$ cat src/rtl/frame_loader.sv
// Serial-to-parallel frame loader: assembles a burst of words into frame registers and
// issues a one-cycle write to the register-window file when the burst commits.

module frame_slot #(
  parameter int DATA_W = 32
) (
  input  logic              clk,
  input  logic              rst,
  input  logic              load,
  input  logic              clear,
  input  logic [DATA_W-1:0] din,
  output logic [DATA_W-1:0] q
);
  always_ff @(posedge clk or posedge rst) begin
    if (rst)        q <= '0;
    else if (load)  q <= din;
    else if (clear) q <= '0;
  end
endmodule

module frame_loader #(
  parameter int DATA_W       = 32,
  parameter int NUM_FRAMES   = 16,
  parameter int SMALL_FRAMES = 8
) (
  input  logic              clk,
  input  logic              rst,
  input  logic              in_valid,
  input  logic [DATA_W-1:0] in_data,
  output logic              in_ready,
  input  logic              mode_in,
  input  logic              flush,
  output logic [DATA_W-1:0] frame_0_out,
  output logic [DATA_W-1:0] frame_1_out,
  output logic [DATA_W-1:0] frame_2_out,
  output logic [DATA_W-1:0] frame_3_out,
  output logic [DATA_W-1:0] frame_4_out,
  output logic [DATA_W-1:0] frame_5_out,
  output logic [DATA_W-1:0] frame_6_out,
  output logic [DATA_W-1:0] frame_7_out,
  output logic [DATA_W-1:0] frame_8_out,
  output logic [DATA_W-1:0] frame_9_out,
  output logic [DATA_W-1:0] frame_10_out,
  output logic [DATA_W-1:0] frame_11_out,
  output logic [DATA_W-1:0] frame_12_out,
  output logic [DATA_W-1:0] frame_13_out,
  output logic [DATA_W-1:0] frame_14_out,
  output logic [DATA_W-1:0] frame_15_out,
  output logic              Small_or_Big,
  output logic              write,
  output logic              busy,
  output logic [7:0]        commit_cnt
);
  localparam int CNT_W = 5;
  localparam logic [1:0] S_IDLE   = 2'd0;
  localparam logic [1:0] S_FILL   = 2'd1;
  localparam logic [1:0] S_COMMIT = 2'd2;

  logic [1:0]                         state;
  logic [CNT_W-1:0]                   count;
  logic [CNT_W-1:0]                   limit;
  logic                               accept;
  logic                               first;
  logic                               last;
  logic [NUM_FRAMES-1:0]              lane_ld;
  logic [NUM_FRAMES-1:0][DATA_W-1:0]  frames;

  assign in_ready = ~rst & ((state == S_IDLE) | (state == S_FILL));
  assign accept   = in_valid & in_ready;
  assign first    = accept & (state == S_IDLE);
  assign limit    = Small_or_Big ? CNT_W'(SMALL_FRAMES) : CNT_W'(NUM_FRAMES);
  assign last     = accept & (state == S_FILL) & (count == limit - CNT_W'(1));
  assign write    = (state == S_COMMIT);
  assign busy     = (state == S_FILL) | (state == S_COMMIT);

  // count is 0 in IDLE, so "slot == count" also steers the first word into frame 0;
  // a load wins over the burst-start clear in that slot.
  for (genvar i = 0; i < NUM_FRAMES; i++) begin : g_lane
    localparam logic [CNT_W-1:0] IDX = CNT_W'(i);
    assign lane_ld[i] = accept & (count == IDX);
    frame_slot #(.DATA_W(DATA_W)) u_slot (
      .clk   (clk),
      .rst   (rst),
      .load  (lane_ld[i]),
      .clear (first),
      .din   (in_data),
      .q     (frames[i])
    );
  end

  always_ff @(posedge clk or posedge rst) begin
    if (rst) begin
      state        <= S_IDLE;
      count        <= '0;
      Small_or_Big <= 1'b1;
      commit_cnt   <= '0;
    end else begin
      case (state)
        S_IDLE: begin
          if (accept) begin
            Small_or_Big <= mode_in;
            count        <= CNT_W'(1);
            state        <= S_FILL;
          end
        end
        S_FILL: begin
          if (accept) count <= count + CNT_W'(1);
          if (last || flush) state <= S_COMMIT;
        end
        S_COMMIT: begin
          commit_cnt <= commit_cnt + 8'd1;
          count      <= '0;
          state      <= S_IDLE;
        end
        default: begin
          count <= '0;
          state <= S_IDLE;
        end
      endcase
    end
  end

  assign frame_0_out  = frames[0];
  assign frame_1_out  = frames[1];
  assign frame_2_out  = frames[2];
  assign frame_3_out  = frames[3];
  assign frame_4_out  = frames[4];
  assign frame_5_out  = frames[5];
  assign frame_6_out  = frames[6];
  assign frame_7_out  = frames[7];
  assign frame_8_out  = frames[8];
  assign frame_9_out  = frames[9];
  assign frame_10_out = frames[10];
  assign frame_11_out = frames[11];
  assign frame_12_out = frames[12];
  assign frame_13_out = frames[13];
  assign frame_14_out = frames[14];
  assign frame_15_out = frames[15];
endmodule

$ cat config.mk
export PLATFORM = sky130hd
export DESIGN_NAME = frame_loader
export DESIGN_NICKNAME = d
export VERILOG_FILES = /design/src/rtl/frame_loader.sv
export SDC_FILE = /design/constraint.sdc
export NUM_CORES = 1
export LEC_CHECK = 0
export BUFFER_PORTS_ARGS = -buffer_cell sky130_fd_sc_hd__buf_4
export CORE_MARGIN = 2
export CORE_UTILIZATION = 45
export DETAILED_ROUTE_END_ITERATION = 10
export PLACE_DENSITY = 0.81
export SLEW_MARGIN = 15
export SYNTH_ARGS = -nofsm -noshare
export SYNTH_HDL_FRONTEND = slang
export SYNTH_SLANG_ARGS = --single-unit
$ cat constraint.sdc
create_clock -name clk -period 22.9 [get_ports clk]
set_clock_uncertainty 0.15 [all_clocks]
set_input_delay 3.435 -clock clk [delete_from_list [all_inputs] [get_ports clk]]
set_output_delay 3.435 -clock clk [all_outputs]
set_load 0.05 [all_outputs]
==> results of run 1 <==
## layout make-up
class / count / area share
repair buffers: 583 / 0.160
clock buffers: 76 / 0.0576
flip-flops and latches: 528 / 0.480
clock inverters: 21 / 0.00882
multi-input cells: 1617 / 0.264
well taps: 615 / 0.0280
inverters: 6 / 0.00109
## how the worst max path moves through the flow
| stage | endpoint | slack [ps] | cells after the start |
|---|---|---|---|
| after floorplan | commit_cnt[0]$_DFFE_PP0P_ | 4560 | 1 |
| after global placement | in_ready | 15390 | 3 |
| after detailed placement | in_ready | 15430 | 3 |
| after CTS | in_ready | 15430 | 3 |
| after global routing | in_ready | 15400 | 3 |
| final | in_ready | 15420 | 3 |
## sequential cells by signal, indices dropped and copies added (netlist names)
signal           count
g_lane.u_slot.q    512
commit_cnt           8
count                5
state                2
Small_or_Big         1
## Yosys cell counts, drive strengths merged (2+ instances only)
| master | count | area share |
|---|---|---|
| dfrtp | 527 | 0.61 |
| xnor2 | 5 | 0.0020 |
| nand4 | 3 | 0.00087 |
| buf | 97 | 0.029 |
| nor4 | 16 | 0.015 |
| nand2 | 1034 | 0.18 |
| nand3 | 3 | 0.00070 |
| a21oi | 2 | 0.00046 |
| nor3b | 2 | 0.00093 |
| inv | 6 | 0.0010 |
| xor2 | 3 | 0.0012 |
| clkbuf | 128 | 0.022 |
| ha | 10 | 0.0058 |
| mux2 | 5 | 0.0026 |
| o21ai | 513 | 0.12 |
| nand2b | 8 | 0.0023 |
| a31oi | 2 | 0.00058 |
| nor2 | 4 | 0.0014 |
## worst max-delay path, cell delays in order
cell	delay (ps)
sky130_fd_sc_hd__buf_4	140
sky130_fd_sc_hd__nor2_1	100
sky130_fd_sc_hd__buf_4	210
## per-stage QoR
step | area (µm²) | setup WS (ps)
6_report | 27500 | 15420
3_3_place_gp | 25700 | 15390
5_1_grt | 27500 | 15400
4_1_cts | 27500 | 15430
3_5_place_dp | 25700 | 15430
2_1_floorplan | 21600 | 4560
## power by group
part	internal (µW)	switching (µW)	total, µW
Clock	537	366	903
Sequential	1040	75.2	1120
Combinational	208	667	875
## logic make-up after synthesis
logic type,Yosys count
adder cells (fa/ha/maj),10
AO/OA/AOI/OAI,521
multiplexers,5
AND/OR/NAND/NOR,1073
buffers and inverters,231
XOR/XNOR,8
flip-flops,528
## routing by layer
metal	part of all wire	vias up	GRT usage
met2	0.45	1003	0.417
met3	0.11	161	0.0890
met1	0.40	9023	0.367
met5	0	-	0
li1	-	8407	-
met4	0.033	0	0.0992
==> run_results.csv, run 1 <==
group,metric,value,unit
clocking,ctsRootBufferMaster,"sky130_fd_sc_hd__clkbuf_16",
cells_and_area,seq_area,13200,µm²
drt,drtIter0Drc,2079,
clocking,clock_latency,580,ps
timing,period_needed,7480,ps
floorplanning,die_area,49700,µm²
yosys,muxShareOfSynthArea,0.00261,
timing,max_slew.worst_pin.slew,1290,ps
floorplanning,initial_utilization,0.454,
timing,finalHoldWorstSlack,356,ps
clocking,cts-buffers-inserted,53,
timing,timing.final.max_slew_violations,0,
yosys,synth_xor_xnor_area_share,0.00325,
yosys,main_combinational_cell_family_by_area_after_synthesis,"simple AND/OR/NAND/NOR gates",
critical_path,critical_path_arrival,3890,ps
timing,fin_crit_sh,0.326,
floorplanning,fp-row-count,80,
critical_path,timing.critical_path.from,"rst",
floorplanning,die_height,223,µm
cells_and_area,layout-drive-gt1-share,0.247,
outcome,run_status,"completed",
clocking,tritoncts_num_sinks,528,
placed_design,gpl.final_weighted_congestion,0.821,
clocking,cts_repair_resize_count,0,
pwr,report.power.total,2900,µW
cells_and_area,layoutNonFillerInstCount,3446,
min_path,hold_path.class,"flop to flop",
grt,antenna_found_initial,1,
clocking,htree_levels,2,
min_path,hold_worst_path_end,"commit_cnt[7]$_DFFE_PP0P_",
critical_path,r2r-start,"state[0]$_DFFE_PP0P_",
timing,maxSlewHeadroom,0.140,
flow_run,maximum_capacitance_violations,0,
yosys,dominantRegCellSynth,"sky130_fd_sc_hd__dfrtp_1",
placed_design,port-buffer-count,560,
grt,grt.overflow.total,0,
floorplanning,ios,561,
timing,max_clock_freq,134,MHz
cells_and_area,commonest_cells_after_routing_fill_and_taps_aside,"1,033 x sky130_fd_sc_hd__nand2_1, 580 x sky130_fd_sc_hd__buf_4, 527 x sky130_fd_sc_hd__dfrtp_1, 512 x sky130_fd_sc_hd__o21ai_0, 55 x sky130_fd_sc_hd__clkbuf_16",
cells_and_area,multi_input_comb_area,7250,µm²
yosys,synth_cells,2376,
critical_path,cp-end-kind,"primary output",
timing,totalNegativeSetupSlack,0,ps
critical_path,critPathKind,"primary input to primary output",
critical_path,regToRegEndpoint,"g_lane[9].u_slot.q[14]$_DFFE_PP0P_",
cells_and_area,fillers,3919,
clocking,cts_hold_buffers,0,
clocking,cts_tree,"built",
drt,total_routed_wirelength,69400,µm
drt,routed_wire_length_per_instance,20.1,µm
yosys,syn_nets,2423,
clocking,clk_path_buf_depth,3,
yosys,synth_edf_count,0,
pwr,power.density_cell_area,105,nW/µm²
timing,finalSetupViolCount,0,
drt,detailroute.via_count,18600,
min_path,holdCritStartpoint,"commit_cnt[7]$_DFFE_PP0P_",
placed_design,dpl.cell_count,3349,
placed_design,post_dp_hpwl,44800,µm
floorplanning,fp.coreArea,47500,µm²
pwr,cellLeakagePower,0.0131,µW
grt,groute.usage.overall,0.273,
cells_and_area,layout.cells.most_common,"sky130_fd_sc_hd__nand2_1",
yosys,sequential_to_total_area_share_from_yosys_stat,0.612,
grt,grt_pass1_wl,105000,µm
cells_and_area,syn2layout_area_growth,27.5,%
yosys,synthAdderAreaFrac,0.00580,
critical_path,r2r.worst_path.cells,7,
clocking,clk_pin_slew_worst_paths,60,ps
min_path,min_path_cells,1,
cells_and_area,final_net_count,2836,
drt,final_antenna_net_count,0,
critical_path,ff2ff_setup_slack,18810,ps
yosys,synth-async-reset-ratio,1.00,
yosys,mappedNetlistArea,21600,µm²
grt,number_of_global_route_vias_before_repair,17800,
yosys,synth.lib_cells_used.distinct,32,
timing,final_number_of_hold_violating_endpoints,0,
yosys,synth-seq-cells,528,
cells_and_area,post-route-util,0.579,
floorplanning,width_of_the_chip,223,µm
yosys,synthSimpleGateAreaFrac,0.202,
yosys,synth-compound-area-share,0.122,
yosys,ys.warnings.count,0,
drt,vias_per_cell,5.40,
grt,grt_start_max_net_pins,243,
critical_path,timing.critical_path.fanout_max,4,
drt,drt_pass1_iterations,5,
timing,grt_setup_unrepaired,"false",
drt,remaining_drcs,0,
critical_path,kind_of_start_point_of_the_critical_path,"primary input",
yosys,syn_area_per_cell,9.08,µm²
cells_and_area,diodes,0,
pwr,vdd_drop_max,0.0688,mV
critical_path,crit_path_required_time,19320,ps
clocking,postCtsSetupRepairBufs,0,
(Power assumes the default switching activity.)
==> run 2: changes to the inputs <==
==> constraint.sdc (replaced) <==
create_clock -name clk -period 6.9 [get_ports clk]
set_clock_uncertainty 0.15 [all_clocks]
set_input_delay 1.035 -clock clk [delete_from_list [all_inputs] [get_ports clk]]
set_output_delay 1.035 -clock clk [all_outputs]
set_load 0.05 [all_outputs]
==> run 2 against run 1 <==
Effect of this change: power rose to 3.3 times the previous value; via count fell by 0.31%; sequential power rose to 3.3 times the previous value; clock power rose to 3.2 times the previous value.
==> run_results.csv, run 2 (synthesis gave the netlist of run 1 again) <==
group,metric,value,unit
drt,total_routed_wirelength,70200,µm
cells_and_area,largestRegisters,"g_lane.u_slot.q x512, commit_cnt x8, count x5",
timing,max_slew.worst_pin.slew,1140,ps
pwr,power.density_cell_area,346,nW/µm²
cells_and_area,largest_reg_flops,512,
timing,period_needed,3470,ps
timing,final_number_of_hold_violating_endpoints,0,
critical_path,kind_of_start_point_of_the_critical_path,"flop",
timing,timing.final.max_slew_violations,0,
placed_design,post_dp_hpwl,45300,µm
timing,fin_crit_sh,0.503,
cells_and_area,fillers,3891,
grt,grt_pass1_wl,107000,µm
grt,grtUsageMet1,0.368,
clocking,clk_pin_slew_worst_paths,60,ps
min_path,hold_path.class,"flop to flop",
drt,drtIter0Drc,1974,
grt,number_of_global_route_vias_before_repair,17900,
pwr,cellLeakagePower,0.0131,µW
cells_and_area,commonest_cells_after_routing_fill_and_taps_aside,"1,033 x sky130_fd_sc_hd__nand2_1, 577 x sky130_fd_sc_hd__buf_4, 527 x sky130_fd_sc_hd__dfrtp_1, 512 x sky130_fd_sc_hd__o21ai_0, 55 x sky130_fd_sc_hd__clkbuf_16",
clocking,ctsRootBufferMaster,"sky130_fd_sc_hd__clkbuf_16",
clocking,postCtsSetupRepairBufs,0,
cells_and_area,syn2layout_area_growth,27.2,%
critical_path,cp-end-kind,"primary output",
pwr,vdd_drop_max,0.220,mV
placed_design,gpl.final_weighted_congestion,0.842,
grt,grt_most_used_layer,"met2",
outcome,run_status,"completed",
placed_design,dp_worst_slack,3070,ps
cells_and_area,post-route-util,0.577,
critical_path,critical_path_arrival,2290,ps
floorplanning,width_of_the_chip,223,µm
grt,met3_usage,0.0939,
drt,routed_wire_length_per_instance,20.4,µm
grt,grt.overflow.total,0,
floorplanning,die_height,223,µm
clocking,cts_hold_buffers,0,
cells_and_area,max_flop_register,"g_lane.u_slot.q",
timing,totalNegativeSetupSlack,0,ps
drt,detailroute.via_count,18500,
critical_path,crit_path_required_time,5710,ps
floorplanning,fp-row-count,80,
timing,grt_setup_unrepaired,"false",
cells_and_area,layoutNonFillerInstCount,3449,
drt,remaining_drcs,0,
critical_path,timing.critical_path.fanout_max,19,
clocking,htree_levels,2,
timing,maxSlewHeadroom,0.242,
timing,finalSetupViolCount,0,
cells_and_area,final_net_count,2836,
floorplanning,initial_utilization,0.454,
timing,postLayoutSetupSlackWorst,3430,ps
clocking,clock_latency,590,ps
drt,vias_per_cell,5.37,
timing,max_clock_freq,288,MHz
grt,grt_start_max_net_pins,232,
grt,use_met2,0.420,
floorplanning,die_area,49700,µm²
clocking,cts_tree,"built",
placed_design,dpl.cell_count,3348,
flow_run,maximum_capacitance_violations,0,
clocking,cts_repair_resize_count,0,
drt,drt_pass1_iterations,6,
critical_path,critPathKind,"flop to primary output",
floorplanning,ios,561,
clocking,tritoncts_num_sinks,528,
drt,final_antenna_net_count,0,
floorplanning,fp.coreArea,47500,µm²
pwr,report.power.total,9500,µW
clocking,cts-buffers-inserted,53,
grt,groute.usage.overall,0.277,
grt,antenna_found_initial,0,
cells_and_area,layout.cells.most_common,"sky130_fd_sc_hd__nand2_1",
placed_design,port-buffer-count,560,
clocking,clk_path_buf_depth,3,
cells_and_area,layout-drive-gt1-share,0.246,
run 2: through the flow:
step,cell area (µm²),hold slack (ps)
final,27400,336
after global placement,25700,313
after floorplan,21600,356
after global routing,27400,351
after detailed placement,25700,330
after CTS,27400,344
run 2: critical path: stages, from the launching register on:
cell and delay (ps):
sky130_fd_sc_hd__dfrtp_1 400, sky130_fd_sc_hd__inv_1 100, sky130_fd_sc_hd__ha_1 340, sky130_fd_sc_hd__nor2_8 540, sky130_fd_sc_hd__nor2_1 80, sky130_fd_sc_hd__buf_4 210
run 2: layout make-up:
| type | instances | area, µm² | share of cell area |
|---|---|---|---|
| Clock inverter | 23 | 180 | 0.00656 |
| Antenna cell | 1 | 2.50 | 0.0000912 |
| Clock buffer | 76 | 1560 | 0.0567 |
| Sequential cell | 528 | 13200 | 0.481 |
| Timing Repair Buffer | 583 | 4440 | 0.162 |
| Inverter | 6 | 26.3 | 0.000957 |
| Multi-Input combinational cell | 1617 | 7250 | 0.264 |
| Tap cell | 615 | 769 | 0.0280 |
run 2: path summary, 6_finish.rpt:
check	startpoint	end	slack, ps	depth (start not counted)
worst min register to register	commit_cnt[7]$_DFFE_PP0P_	commit_cnt[7]$_DFFE_PP0P_	340	1
worst max-delay path	state[0]$_DFFE_PP0P_	in_ready	3430	5
worst min-delay path	commit_cnt[7]$_DFFE_PP0P_	commit_cnt[7]$_DFFE_PP0P_	340	1
worst max register to register	state[0]$_DFFE_PP0P_	g_lane[7].u_slot.q[19]$_DFFE_PP0P_	3640	6
min in group asynchronous	rst	g_lane[4].u_slot.q[24]$_DFFE_PP0P_	350	2
max in group asynchronous	rst	g_lane[11].u_slot.q[0]$_DFFE_PP0P_	4700	4
run 2: per-layer routing:
layer | share of wire | up-vias
met2 | 0.45 | 1026
met4 | 0.038 | 0
met1 | 0.40 | 8916
met3 | 0.12 | 169
met5 | 0 | -
li1 | - | 8425
run 2: power breakdown:
group          switching (µW)  internal (µW)
clock                    1220           1640
sequential                246           3460
combinational            2230            694
total                    3700           5800
